[src/rtl/delay_meas_pkg.sv]
`timescale 1ns/1ps
`default_nettype none
// ============================================================================
// Module      : delay_meas_pkg
// Description : Shared types and default constants for the delay measurement
//               controller (FSM state encoding, default widths and limits).
// Revision    : 1.0 - initial release
// ============================================================================
package delay_meas_pkg;

  localparam int unsigned C_CNT_W       = 16;
  localparam int unsigned C_TIMEOUT     = 1000;
  localparam int unsigned C_SETTLE      = 4;
  localparam int unsigned C_SYNC_STAGES = 2;

  typedef enum logic [1:0] {
    S_IDLE    = 2'd0,
    S_SETTLE  = 2'd1,
    S_MEASURE = 2'd2,
    S_DONE    = 2'd3
  } state_t;

endpackage
`default_nettype wire

[src/rtl/bit_sync.sv]
`timescale 1ns/1ps
`default_nettype none
// ============================================================================
// Module      : bit_sync
// Description : Multi-flop synchronizer for a single asynchronous bit.
// Ports       : clk   - rising-edge clock
//               rst_n - asynchronous active-low reset (clears all stages)
//               d     - asynchronous input
//               q     - synchronized output (STAGES cycles of latency)
// Revision    : 1.0 - initial release
// ============================================================================
module bit_sync #(
  parameter int STAGES = 2
) (
  input  logic clk,
  input  logic rst_n,
  input  logic d,
  output logic q
);

  logic [STAGES-1:0] r_sync;

  always_ff @(posedge clk or negedge rst_n) begin
    if (!rst_n) begin
      r_sync <= '0;
    end else begin
      r_sync <= {r_sync[STAGES-2:0], d};
    end
  end

  assign q = r_sync[STAGES-1];

endmodule
`default_nettype wire

[src/rtl/delay_meas_ctrl.sv]
`timescale 1ns/1ps
`default_nettype none
// ============================================================================
// Module      : delay_meas_ctrl
// Description : Measures the propagation delay of an external inverting
//               element in clock edges. The launch line is parked at the
//               idle level, toggled once, and the edges until the
//               synchronized response arrives are counted.
// Ports       : clk, rst_n          - clock, async active-low reset
//               start, polarity     - measurement request and idle level
//               launch, sense       - drive into / response from element
//               busy                - high outside IDLE
//               result, timeout_flag, stuck_err - measurement outcome
//               res_valid/res_ready - result handshake
// Revision    : 1.0 - initial release
// ============================================================================
module delay_meas_ctrl
  import delay_meas_pkg::*;
#(
  parameter int CNT_W       = C_CNT_W,
  parameter int TIMEOUT     = C_TIMEOUT,
  parameter int SETTLE      = C_SETTLE,
  parameter int SYNC_STAGES = C_SYNC_STAGES
) (
  input  logic             clk,
  input  logic             rst_n,
  input  logic             start,
  input  logic             polarity,
  output logic             launch,
  input  logic             sense,
  output logic             busy,
  output logic [CNT_W-1:0] result,
  output logic             timeout_flag,
  output logic             stuck_err,
  output logic             res_valid,
  input  logic             res_ready
);

  localparam int C_SW = $clog2(SETTLE + 1);
  localparam logic [C_SW-1:0]  C_SETTLE_LAST = C_SW'(SETTLE - 1);
  localparam logic [CNT_W-1:0] C_TIMEOUT_V   = CNT_W'(TIMEOUT);

  state_t            r_state;
  logic              r_pol;
  logic              r_launch;
  logic              r_busy;
  logic              r_valid;
  logic              r_tflag;
  logic              r_stuck;
  logic [CNT_W-1:0]  r_result;
  logic [CNT_W-1:0]  r_cnt;
  logic [C_SW-1:0]   r_scnt;
  logic              w_sense;

  bit_sync #(
    .STAGES (SYNC_STAGES)
  ) u_sync (
    .clk   (clk),
    .rst_n (rst_n),
    .d     (sense),
    .q     (w_sense)
  );

  always_ff @(posedge clk or negedge rst_n) begin
    if (!rst_n) begin
      r_state  <= S_IDLE;
      r_pol    <= 1'b0;
      r_launch <= 1'b0;
      r_busy   <= 1'b0;
      r_valid  <= 1'b0;
      r_tflag  <= 1'b0;
      r_stuck  <= 1'b0;
      r_result <= '0;
      r_cnt    <= '0;
      r_scnt   <= '0;
    end else begin
      case (r_state)
        S_IDLE: begin
          if (start) begin
            r_pol    <= polarity;
            r_launch <= polarity;
            r_tflag  <= 1'b0;
            r_stuck  <= 1'b0;
            r_scnt   <= '0;
            r_busy   <= 1'b1;
            r_state  <= S_SETTLE;
          end
        end

        S_SETTLE: begin
          if (r_scnt == C_SETTLE_LAST) begin
            // The element must already present the inverse of the idle
            // level; otherwise the toggle could never be observed.
            if (w_sense == r_pol) begin
              r_stuck  <= 1'b1;
              r_result <= '0;
              r_valid  <= 1'b1;
              r_state  <= S_DONE;
            end else begin
              r_launch <= ~r_pol;
              r_cnt    <= '0;
              r_state  <= S_MEASURE;
            end
          end else begin
            r_scnt <= r_scnt + 1'b1;
          end
        end

        S_MEASURE: begin
          // r_cnt holds the edges elapsed since the toggle; the synchronized
          // value seen here was captured on the edge that r_cnt counted last,
          // so the response check takes priority over the timeout check.
          if (w_sense == r_pol) begin
            r_result <= r_cnt;
            r_valid  <= 1'b1;
            r_state  <= S_DONE;
          end else if (r_cnt == C_TIMEOUT_V) begin
            r_result <= C_TIMEOUT_V;
            r_tflag  <= 1'b1;
            r_valid  <= 1'b1;
            r_state  <= S_DONE;
          end else begin
            r_cnt <= r_cnt + 1'b1;
          end
        end

        S_DONE: begin
          if (res_ready) begin
            r_valid  <= 1'b0;
            r_busy   <= 1'b0;
            r_launch <= r_pol;
            r_state  <= S_IDLE;
          end
        end

        default: begin
          r_state <= S_IDLE;
        end
      endcase
    end
  end

  assign launch       = r_launch;
  assign busy         = r_busy;
  assign res_valid    = r_valid;
  assign result       = r_result;
  assign timeout_flag = r_tflag;
  assign stuck_err    = r_stuck;

endmodule
`default_nettype wire

[config.mk]
export PLATFORM = sky130hd
export DESIGN_NAME = delay_meas_ctrl
export DESIGN_NICKNAME = d
export VERILOG_FILES = /design/src/rtl/delay_meas_pkg.sv /design/src/rtl/bit_sync.sv /design/src/rtl/delay_meas_ctrl.sv
export SDC_FILE = /design/constraint.sdc
export NUM_CORES = 1
export LEC_CHECK = 0
export CAP_MARGIN = 5
export CORE_MARGIN = 8
export CORE_UTILIZATION = 30
export DETAILED_ROUTE_END_ITERATION = 16
export PLACE_DENSITY = 0.52
export SLEW_MARGIN = 20
export SYNTH_ARGS = -nofsm -noshare
export SYNTH_HDL_FRONTEND = slang
export SYNTH_SLANG_ARGS = --single-unit
[constraint.sdc]
create_clock -name clk -period 2.66 [get_ports clk]
set_clock_uncertainty 0.1 [all_clocks]
set_input_delay 0.266 -clock clk [delete_from_list [all_inputs] [get_ports clk]]
set_output_delay 0.266 -clock clk [all_outputs]
set_load 0.005 [all_outputs]
---- Yosys cells after proc, flatten, opt, wreduce, memory -nomap -nowiden ----
Index checks and enable logic that the tools add are counted.
cells by class
  add/sub/neg operators ................... 2
  reduce and logical (&&, ||, !) cells .... 17
  bitwise logic cells ..................... 1
  equality and inequality tests ........... 16
  multiplexer cells ....................... 37
operators by type and width
  operator                                                                  number
  16-bit 2-to-1 mux                                                         8
  16-bit one-hot mux with 2 select lines                                    2
  2-bit != test (second input constant)                                     9
  16-bit by 1-bit adder with 16-bit output (second input constant)          1
  16-bit by 10-bit equality test with 1-bit output (second input constant)  1
  4-bit AND reduction                                                       4
  5-bit AND reduction                                                       3
  1-bit 2-to-1 mux                                                          13
  2-bit 2-to-1 mux                                                          5
  2-bit one-hot mux with 4 select lines                                     1
  2-bit nonzero test                                                        4
  3-bit 2-to-1 mux                                                          2
  1-bit one-hot mux with 2 select lines                                     3
  1-bit one-hot mux with 3 select lines                                     2
  3-bit one-hot mux with 2 select lines                                     1
  3-bit AND reduction                                                       2
  3-bit nonzero test                                                        2
  2-bit equality test (second input constant)                               2
  3-bit by 1-bit adder with 3-bit output (second input constant)            1
  3-bit by 2-bit equality test with 1-bit output (second input constant)    1
  3-bit != test (second input constant)                                     1
  2-bit by 1-bit equality test with 1-bit output (second input constant)    1
  2-bit zero test                                                           1
  2-bit AND reduction                                                       1
  other kinds (2)                                                           2
storage, ports and cells
  bits of input ports ..................... 6
  output and inout port bits .............. 21
  flip-flop bits (word level) ............. 45
  word-level logic and storage cells ...... 84

---- Longest topological paths before layout ----
Gate-level depths: netlist of the first run.
  depth in word-level cells ............... 4
  mapped depth ............................ 8
  depth with buffers taken out ............ 6

---- By module ----
From an unflattened synthesis of the first run, not the netlist that was laid out.
unflattened totals
  cell total of the unflattened synthesis .. 230
  area total of the unflattened synthesis .. 2344.7 um2
by module, submodules not included
  module           area an instance (um2)  instances  cells each
  delay_meas_ctrl  2294.7                  1          228
  bit_sync         50.0                    1          2

---- Least setup slack after synthesis of the first run ----
Ideal clock, no wire load.
  kind .................................... register -> register
  start point ............................. reg r_state[1]
  end point ............................... reg r_cnt[15]
  setup slack ............................. 691 ps
  clock period less this slack ............ 1969 ps
  buffers on the path ..................... 1
  arrival ................................. 1791 ps
  stages on the path, launching flop included .. 8
  library setup time ...................... 78 ps
  cells stage by stage .................... dfrtp_1 inv_1 ha_1 buf_4 mux2_2 nand3_2 or4_1 a21oi_1
between the ends
  longest elaborated chain between the ends .. 3
  elaborated cells on any way between the ends .. 9
  classes of those cells .................. eq/ne: 6; mux: 1; reduce/logical: 2
ends and longest elaborated chain
  item                                                                                          RTL line                RTL
  start, declared                                                                               delay_meas_ctrl.sv:43   state_t r_state;
  start signal, assigned                                                                        delay_meas_ctrl.sv:66   r_state <= S_IDLE;
  start signal, assigned                                                                        delay_meas_ctrl.sv:86   r_state <= S_SETTLE;
  start signal, assigned                                                                        delay_meas_ctrl.sv:98   r_state <= S_DONE;
  2-bit equality test / 2-bit by 1-bit equality test with 1-bit output (equally long branches)  delay_meas_ctrl.sv:77   case (r_state)
  2-bit != test (no source line) / 2-bit nonzero test (equally long branches)                   -
  5-bit AND reduction (no source line)                                                          -
  end signal, assigned                                                                          delay_meas_ctrl.sv:123  r_cnt <= r_cnt + 1'b1;
  end, declared                                                                                 delay_meas_ctrl.sv:51   logic [CNT_W-1:0] r_cnt;
Several ways; a longest one is shown, not always the timed one.
A chain may end at the register's enable or synchronous reset.

---- Worst setup path after layout of the first run ----
  start point ............................. reg r_scnt[0]
  end point ............................... reg r_cnt[12]
between the ends
  longest elaborated chain between the ends .. 3
ends and longest elaborated chain
  item                                            RTL line                RTL
  start, declared                                 delay_meas_ctrl.sv:52   logic [C_SW-1:0] r_scnt;
  start signal, assigned                          delay_meas_ctrl.sv:105  r_scnt <= r_scnt + 1'b1;
  3-bit by 2-bit equality test with 1-bit output  delay_meas_ctrl.sv:91   if (r_scnt == C_SETTLE_LAST) begin
  2-bit != test (no source line)                  -
  5-bit AND reduction (no source line)            -
Every way passes these cells.

==> results of run 1 <==
cell usage after synthesis, types with 4 or more instances:
library cell   n  area share
inv_1         21       0.032
nor2_1        11       0.017
nand2_1       15       0.023
o21ai_0       22       0.045
mux2i_1        4       0.016
or4_1          4       0.012
clkbuf_1       9       0.014
a21oi_1       18       0.037
buf_2          4      0.0082
nand4_1       18       0.046
ha_1           8       0.041
nand2b_1       4       0.010
nand3_1        6       0.012
o31ai_1        4       0.012
dfrtp_1       45        0.46
and4_1         4       0.014
a2bb2oi_1      6       0.021
report_power, final:
group	switching [W]	internal (W)	leakage [nW]	total (W)
registers	0.000123	0.000825	0.593	0.000948
clock network	0.000232	0.000307	0.0585	0.000538
logic	0.000651	0.000536	0.538	0.00119
registers in the layout (all words and copies together) (netlist names):
signal,flops
r_cnt,16
result,16
r_scnt,3
r_state,2
u_sync.r_sync,2
busy,1
launch,1
r_pol,1
res_valid,1
stuck_err,1
timeout_flag,1
worst max path at each step:
stage          startpoint        end  slack (ns)  cells after the start
3_3_place_gp    r_scnt[0]  r_cnt[12]        0.43                      6
4_1_cts         r_scnt[0]  r_cnt[12]        0.35                      6
3_5_place_dp    r_scnt[0]  r_cnt[12]        0.36                      6
2_1_floorplan  r_state[1]  r_cnt[15]        0.69                      7
5_1_grt         r_scnt[0]  r_cnt[14]        0.17                      6
6_report        r_scnt[0]  r_cnt[12]        0.36                      6
critical path: cells and delay by family (launching register included):
family                   cells  cell delay, ns
flip-flops                   1            0.40
adder cells (fa/ha/maj)      2            0.55
multiplexers                 1            0.31
AO/OA/AOI/OAI                1            0.15
AND/OR/NAND/NOR              2            0.72
placed cells by master, fill, tap and decap left out, drive strengths merged, types with 4 or more instances in the layout:
cell,netlist,final
a21oi,18,18
a2bb2oi,6,6
and4,4,4
buf,5,11
clkbuf,11,7
clkdlybuf4s50,0,25
dfrtp,45,45
ha,8,8
inv,21,21
mux2i,4,4
nand2,15,15
nand2b,4,4
nand3,7,7
nand4,18,18
nor2,11,11
o21ai,22,22
o31ai,4,4
or4,4,4
cell families (layout without fill, tap and decap cells):
family / Yosys count / count (layout) / share of synthesized area
simple gates: 82 / 82 / 0.203
flops: 45 / 45 / 0.460
buf+inv: 37 / 66 / 0.0613
xor+xnor: 6 / 6 / 0.0215
mux: 7 / 7 / 0.0301
compound gates: 69 / 69 / 0.183
fa+ha+maj: 8 / 8 / 0.0409
area by class of cell:
cell class	instances	area, sq um
clock inverters	1	30.0
well taps	105	131
clock buffers	7	86.3
fillers	833	5090
inverters	21	78.8
repair buffers	37	340
flip-flops and latches	45	1130
multi-input cells	172	1170
layer usage:
metal  wire (microns)  share of wire  up-vias  global-route usage
li1                 -              -      991                   -
met1             3000           0.51      929               0.153
met2             2600           0.44       34               0.164
met3              232          0.039        2              0.0248
met4               47         0.0080        0              0.0392
met5                0              0        -                   0
metrics by stage:
stage                     total power [W]   util  hold WS, ns  worst slack (ns)  area [sq um]
after floorplan                   0.00169      -       -0.130             0.691          2450
after global routing              0.00289  0.368        0.268             0.174          2970
after detailed placement          0.00215  0.353        0.159             0.359          2840
after global placement            0.00213  0.353        0.155             0.430          2840
after CTS                         0.00270  0.368        0.257             0.348          2970
final                             0.00267  0.368        0.256             0.363          2970
==> out/qor.yml, run 1 <==
clocking:
  clock_insertion_delay_worst_skew_ns: 0.30
  post_cts_hold_buffer_count: 1
  cts_root_buffer: "clkbuf_8"
  tritoncts: "done"
  post_cts.resized_instances: 0
  cts_inserted_buffers: 5
  cts.path.max_buffers: 2
  htree_num_levels: 2
  post-cts-setup-buffer-count: 0
  clk_transition_reported_paths_ns: 0.09
  clock_sink_count: 45
global_routing:
  grt_first_pass_wirelength_mm: 10.2
  first_global_vias: 1979
  grt_util_all_layers: 0.110
  grt.overflow.total: 0
  antenna_found_initial: 0
  grt_start_max_net_pins: 27
final_layout:
  layout-drive-gt1-share: 0.102
  diode_insertion_count_for_antenna_repair: 0
  layout.cells.non_filler: 388
  design.final.nets: 296
  area.growth.synth_to_final_pct: 21.1
synthesis:
  synthesis.instances: 254
  synth_top_flop_cell: "dfrtp_1"
  synth.yosys.seq_area_share: 0.460
  yosys_warnings: 0
  synth-edff-count: 0
  synth-async-reset-ratio: 1.00
  postSynthNetCount: 268
  netlist_area_sq_mm: 0.00245
  netlist-cell-type-count: 48
  synth.avg_cell_area_sq_um: 9.64
  postSynthRegisterBits: 45
status:
  status: "finished, final reports clean"
setup_path:
  max_stage_delay_ns: 0.47
  rrSetupSlack_ns: 0.36
  critPathRequiredTime_ns: 2.79
  reg2reg_depth: 6
  cp_slowest_cell: "or4_1"
  setup.worst_path.class: "flop to flop"
  critical_path_arrival_ns: 2.43
  cpMostUsedCell: "ha_1"
  crit_path_end_kind: "flop"
  startpoint_type: "flop"
  crit_path_max_fanout: 13
  crit_path_cell_trace: "ha_1, ha_1, mux2_2, nand4_1, or4_1, a21oi_1"
  rr_endpoint: "r_cnt[12]"
  rr_startpoint: "r_scnt[0]"
route:
  dr_total_vias: 1956
  total_routed_wirelength_mm: 5.88
  1st_iter_drt_viols: 73
  drc: 0
  ant_nets: 0
  avgViaCountPerCell: 5.04
  avgRoutedWirePerCell_microns: 15.2
  drt-pass1-iter-count: 4
worst_hold_path:
  whs_endpoint: "u_sync.r_sync[1]"
  hp-class: "flop to flop"
  hold_depth: 0
  hp-start: "u_sync.r_sync[0]"
power:
  leakagePower_nw: 1.19
  cellPowerDensity_mw_per_mm2: 901
  ir_worst_vdd_uv: 279
sta:
  hold_violations: 0
  grt_setup_unrepaired: "no"
  timing_max_transition_violations_final: 0
  fin_crit_ns: 2.30
  fmax_mhz: 435
  layout_worst_path_cycle_share: 0.864
  maxSlewHeadroom: 0.513
  final-setup-viol-count: 0
  worst_slew_pin_slew_ns: 0.725
  timing.setup.tns_ns: 0
die:
  dieArea_sq_mm: 0.0113
  die-height_microns: 106
  initial_utilization: 0.304
  design.portCount: 27
  placeableCoreArea_sq_mm: 0.00805
  die_width_microns: 106
  row_count: 33
place:
  place.port_buffers: 26
  dp_hpwl_mm: 4.23
  place.gp.congestion: 0.747
  place_inst: 379
run:
  maxCapViolations: 0
(Power assumes the default switching activity.)
==> inputs of run 2 (changes only) <==
- clock period: 2.66 -> 2.4 ns (I/O delays scaled with it)
==> run 2 against run 1 <==
Effect of this change:
- clock power increased by 7.2%
- via count grew 2.1%
- setup slack lost 0.14 ns
- wire length shrank 0.65%
- fmax grew 5.7%
- sequential share of layout area is 0.19 points lower
- die area stayed put
- critical path type unchanged
==> out/qor.yml, run 2 (synthesis gave the netlist of run 1 again) <==
status:
  status: "finished, final reports clean"
clocking:
  tritoncts: "done"
  htree_num_levels: 2
  cts_inserted_buffers: 5
  clock_sink_count: 45
  clk_transition_reported_paths_ns: 0.09
  post_cts.resized_instances: 0
  cts.path.max_buffers: 2
  clock_insertion_delay_worst_skew_ns: 0.30
  cts_root_buffer: "clkbuf_8"
  post-cts-setup-buffer-count: 0
  post_cts_hold_buffer_count: 1
setup_path:
  rr_startpoint: "r_state[1]"
  crit_cells: 6
  cp_slowest_cell: "or4_1"
  max_stage_delay_ns: 0.48
  worst_path_dominant_cell_family: "simple AND/OR/NAND/NOR gates"
  crit_path_end_kind: "flop"
  setup.worst_path.class: "flop to flop"
  crit_path_max_fanout: 9
  crit_path_cell_trace: "inv_1, ha_1, mux2_2, nand4_1, or4_1, a21oi_1"
  critPathRequiredTime_ns: 2.53
  critical_path_arrival_ns: 2.31
  critPathBufInv: 1
  startpoint_type: "flop"
  launching_element_of_the_worst_setup_path: "r_state[1]"
  reg2reg_depth: 6
final_layout:
  diode_insertion_count_for_antenna_repair: 0
  fillCellCount: 849
  layout-drive-gt1-share: 0.106
  layout_common_cells: "dfrtp_1, clkdlybuf4s50_1, o21ai_0, inv_1"
  postLayoutCoreUtil: 0.370
  layout_commonest_cell: "dfrtp_1"
  layout.area.seq_sq_mm: 0.00113
  design_area_sq_mm: 0.00298
  area.growth.synth_to_final_pct: 21.7
  layout.cells.non_filler: 389
  design.final.nets: 297
  area_taken_by_multi_input_logic_gates_sq_mm: 0.00117
run:
  maxCapViolations: 0
route:
  avgRoutedWirePerCell_microns: 15.0
  avgViaCountPerCell: 5.14
  drt-pass1-iter-count: 4
  ant_nets: 0
  drc: 0
  dr_total_vias: 1998
  total_routed_wirelength_mm: 5.84
  1st_iter_drt_viols: 97
sta:
  maxSlewHeadroom: 0.642
  hold_slack_ns: 0.252
  fin_crit_ns: 2.17
  grt_setup_unrepaired: "no"
  hold_violations: 0
  timing.setup.tns_ns: 0
  final-setup-viol-count: 0
  timing_max_transition_violations_final: 0
  layout_worst_path_cycle_share: 0.905
  worst_slew_pin_slew_ns: 0.538
  fmax_mhz: 460
place:
  place.gp.congestion: 0.792
  placed_cell_area_sq_mm: 0.00286
  place_inst: 380
  place.port_buffers: 26
  dp_hpwl_mm: 4.20
global_routing:
  grt_start_max_net_pins: 25
  gr-usage-met3: 0.0218
  grt_util_all_layers: 0.110
  grt.overflow.total: 0
  first_global_vias: 2040
  grt_busiest_layer: "met2"
  grt.met2_usage: 0.171
  antenna_found_initial: 0
  grt_first_pass_wirelength_mm: 10.3
  gr-usage-met1: 0.149
worst_hold_path:
  hp-start: "u_sync.r_sync[0]"
  hold_depth: 0
  hp-class: "flop to flop"
power:
  leakagePower_nw: 1.20
  ir_worst_vdd_uv: 384
  cellPowerDensity_mw_per_mm2: 984
die:
  row_count: 33
  die_width_microns: 106
  die-height_microns: 106
  initial_utilization: 0.304
  placeableCoreArea_sq_mm: 0.00805
  dieArea_sq_mm: 0.0113
  design.portCount: 27
run 2: cell count changes in the layout (fill, tap and decap cells not counted):
cell / change
buf_12: +1
clkbuf_8: -1
clkinv_4: +1
run 2: cell type report:
class / instances / share of cell area
inverter: 21 / 0.0264
tap: 105 / 0.0441
clock buffer: 6 / 0.0243
timing repair buffer: 38 / 0.121
sequential: 45 / 0.378
multi-input combinational: 172 / 0.393
clock inverter: 2 / 0.0130
run 2: routing by layer:
metal | up-vias | part of all wire
li1 | 999 | -
met1 | 970 | 0.51
met2 | 24 | 0.44
met3 | 5 | 0.029
met4 | 0 | 0.013
met5 | - | 0
run 2: final timing paths:
path | slack (ns) | end
max | 0.23 | r_cnt[12]
min | 0.25 | u_sync.r_sync[1]
max reg2reg | 0.23 | r_cnt[12]
min reg2reg | 0.25 | u_sync.r_sync[1]
max in group asynchronous | 1.33 | r_cnt[2]
min in group asynchronous | 0.35 | r_cnt[1]
run 2: through the flow:
stage	power, W	setup slack, ns
floorplan	0.00187	0.431
global placement	0.00236	0.323
detailed placement	0.00238	0.238
CTS	0.00297	0.228
global route	0.00318	0.0189
finish	0.00293	0.227
run 2: worst register-to-register path, delay by kind of cell, from the launching register on:
| kind | cells | cell delay [ns] |
|---|---|---|
| AOI/OAI and AO/OA | 1 | 0.15 |
| adders and majority gates | 1 | 0.33 |
| buffers and inverters | 1 | 0.09 |
| DFF | 1 | 0.42 |
| muxes | 1 | 0.29 |
| and+or+nand+nor | 2 | 0.74 |
run 2: report_power, final:
part / total, W / internal [W] / switching (W)
clock: 0.000577 / 0.000313 / 0.000264
combinational: 0.00130 / 0.000592 / 0.000710
sequential: 0.00105 / 0.000914 / 0.000138
==> inputs of run 3 (changes only) <==
- CORE_MARGIN: 8 -> 3
- CTS_CLUSTER_DIAMETER: unset -> 150
- PLACE_DENSITY: 0.52 -> unset
- PLACE_DENSITY_LB_ADDON: unset -> 0.08
==> run 3 against run 2 <==
Effect of this change:
- worst hold slack better by 0.0060 ns
- wire length up 5.5%
- first-iteration DRC count up 48%
- utilization up 1.3 points
- final area up 0.38%
- power up 1.4%
- via count down 0.15%
- fmax down 2.5%
- non-clock buffer count up 2
- setup slack worse by 0.056 ns
- combinational power up 4%
- global-route usage up 3.7 points
- critical path type unchanged
- critical endpoint unchanged
- largest cell class unchanged
- largest power group unchanged
- highest routed layer unchanged
==> out/qor.yml, run 3 (synthesis gave the netlist of run 1 again) <==
final_layout:
  design.final.nets: 299
  area_taken_by_multi_input_logic_gates_sq_mm: 0.00117
  layout-drive-gt1-share: 0.112
  diode_insertion_count_for_antenna_repair: 0
  layout.area.seq_sq_mm: 0.00113
  area.growth.synth_to_final_pct: 22.2
  layout_common_cells: "dfrtp_1, clkdlybuf4s50_1, o21ai_0, inv_1"
  layout_commonest_cell: "dfrtp_1"
  fillCellCount: 804
die:
  placeableCoreArea_sq_mm: 0.00781
  initial_utilization: 0.314
  dieArea_sq_mm: 0.00928
  die_width_microns: 96.3
  row_count: 32
  design.portCount: 27
  die-height_microns: 96.3
place:
  place.port_buffers: 26
  place.gp.congestion: 0.805
  dp_hpwl_mm: 4.45
setup_path:
  cp_slowest_cell: "or4_1"
  crit_path_cell_trace: "inv_1, ha_1, mux2_2, nand4_1, or4_1, a21oi_1"
  max_stage_delay_ns: 0.47
  critical_path_arrival_ns: 2.35
  crit_cells: 6
  setup.worst_path.class: "flop to flop"
  crit_path_end_kind: "flop"
  reg2reg_depth: 6
  startpoint_type: "flop"
  crit_path_max_fanout: 9
  critPathRequiredTime_ns: 2.52
  worst_path_dominant_cell_family: "simple AND/OR/NAND/NOR gates"
  critPathBufInv: 1
route:
  drc: 0
  1st_iter_drt_viols: 144
  drt-pass1-iter-count: 4
  avgRoutedWirePerCell_microns: 15.9
  total_routed_wirelength_mm: 6.16
  ant_nets: 0
  avgViaCountPerCell: 5.14
  dr_total_vias: 1995
power:
  cellPowerDensity_mw_per_mm2: 993
  ir_worst_vdd_uv: 440
  leakagePower_nw: 1.21
clocking:
  post_cts.resized_instances: 0
  clk_transition_reported_paths_ns: 0.09
  clock_sink_count: 45
  post_cts_hold_buffer_count: 1
  cts_inserted_buffers: 5
  tritoncts: "done"
  cts.path.max_buffers: 2
  clock_insertion_delay_worst_skew_ns: 0.30
  cts_root_buffer: "clkbuf_8"
  htree_num_levels: 2
  post-cts-setup-buffer-count: 0
sta:
  timing_max_transition_violations_final: 0
  hold_violations: 0
  layout_worst_path_cycle_share: 0.929
  worst_slew_pin_slew_ns: 0.541
  fin_crit_ns: 2.23
  final-setup-viol-count: 0
  hold_slack_ns: 0.258
  maxSlewHeadroom: 0.640
  grt_setup_unrepaired: "no"
  timing.setup.tns_ns: 0
  fmax_mhz: 449
global_routing:
  grt.overflow.total: 0
  grt_util_all_layers: 0.147
  first_global_vias: 2002
  grt_start_max_net_pins: 26
  antenna_found_initial: 0
  grt_first_pass_wirelength_mm: 10.4
worst_hold_path:
  hp-class: "flop to flop"
  hold_depth: 0
run:
  maxCapViolations: 0
status:
  status: "finished, final reports clean"
==> run 3: cell types whose count changed in the layout (fill, tap and decap cells not counted), sizes merged <==
cell,before,now
buf,12,14
==> run 3: metal layers <==
layer  share of wire  GRT usage
met1            0.54      0.216
met2            0.42      0.213
met3           0.027     0.0274
met4          0.0083     0.0537
met5               0          0
==> run 3: path summary, 6_finish.rpt <==
kind | start | to | slack, ns
setup / recovery | r_state[1] | r_cnt[12] | 0.17
hold / removal | u_sync.r_sync[0] | u_sync.r_sync[1] | 0.26
setup reg to reg | r_state[1] | r_cnt[12] | 0.17
hold reg to reg | u_sync.r_sync[0] | u_sync.r_sync[1] | 0.26
max in group asynchronous | rst_n | r_cnt[14] | 1.33
min in group asynchronous | rst_n | busy | 0.35
==> run 3: layout make-up <==
type                            count  area share
Clock buffer                        6      0.0243
Clock inverter                      2      0.0130
Inverter                           21      0.0263
Multi-Input combinational cell    172       0.392
Sequential cell                    45       0.376
Tap cell                          102      0.0427
Timing Repair Buffer               40       0.125
==> run 3: power by group <==
part,total [W],switching [W],internal (W),leakage (nW)
clock,0.000586,0.000273,0.000313,0.0554
sequential,0.00104,0.000123,0.000914,0.593
combinational,0.00135,0.000749,0.000599,0.559
total,0.00297,0.00115,0.00183,1.21
==> run 3: metrics by stage <==
stage	setup slack, ns	util	std cells	power (W)	instance area (sq um)
floorplan	0.431	-	254	0.00187	2450
global placement	0.279	0.368	379	0.00240	2870
detailed placement	0.180	0.368	379	0.00241	2870
CTS	0.149	0.383	388	0.00302	2990
global route	0.0125	0.383	388	0.00322	2990
finish	0.171	0.383	388	0.00297	2990
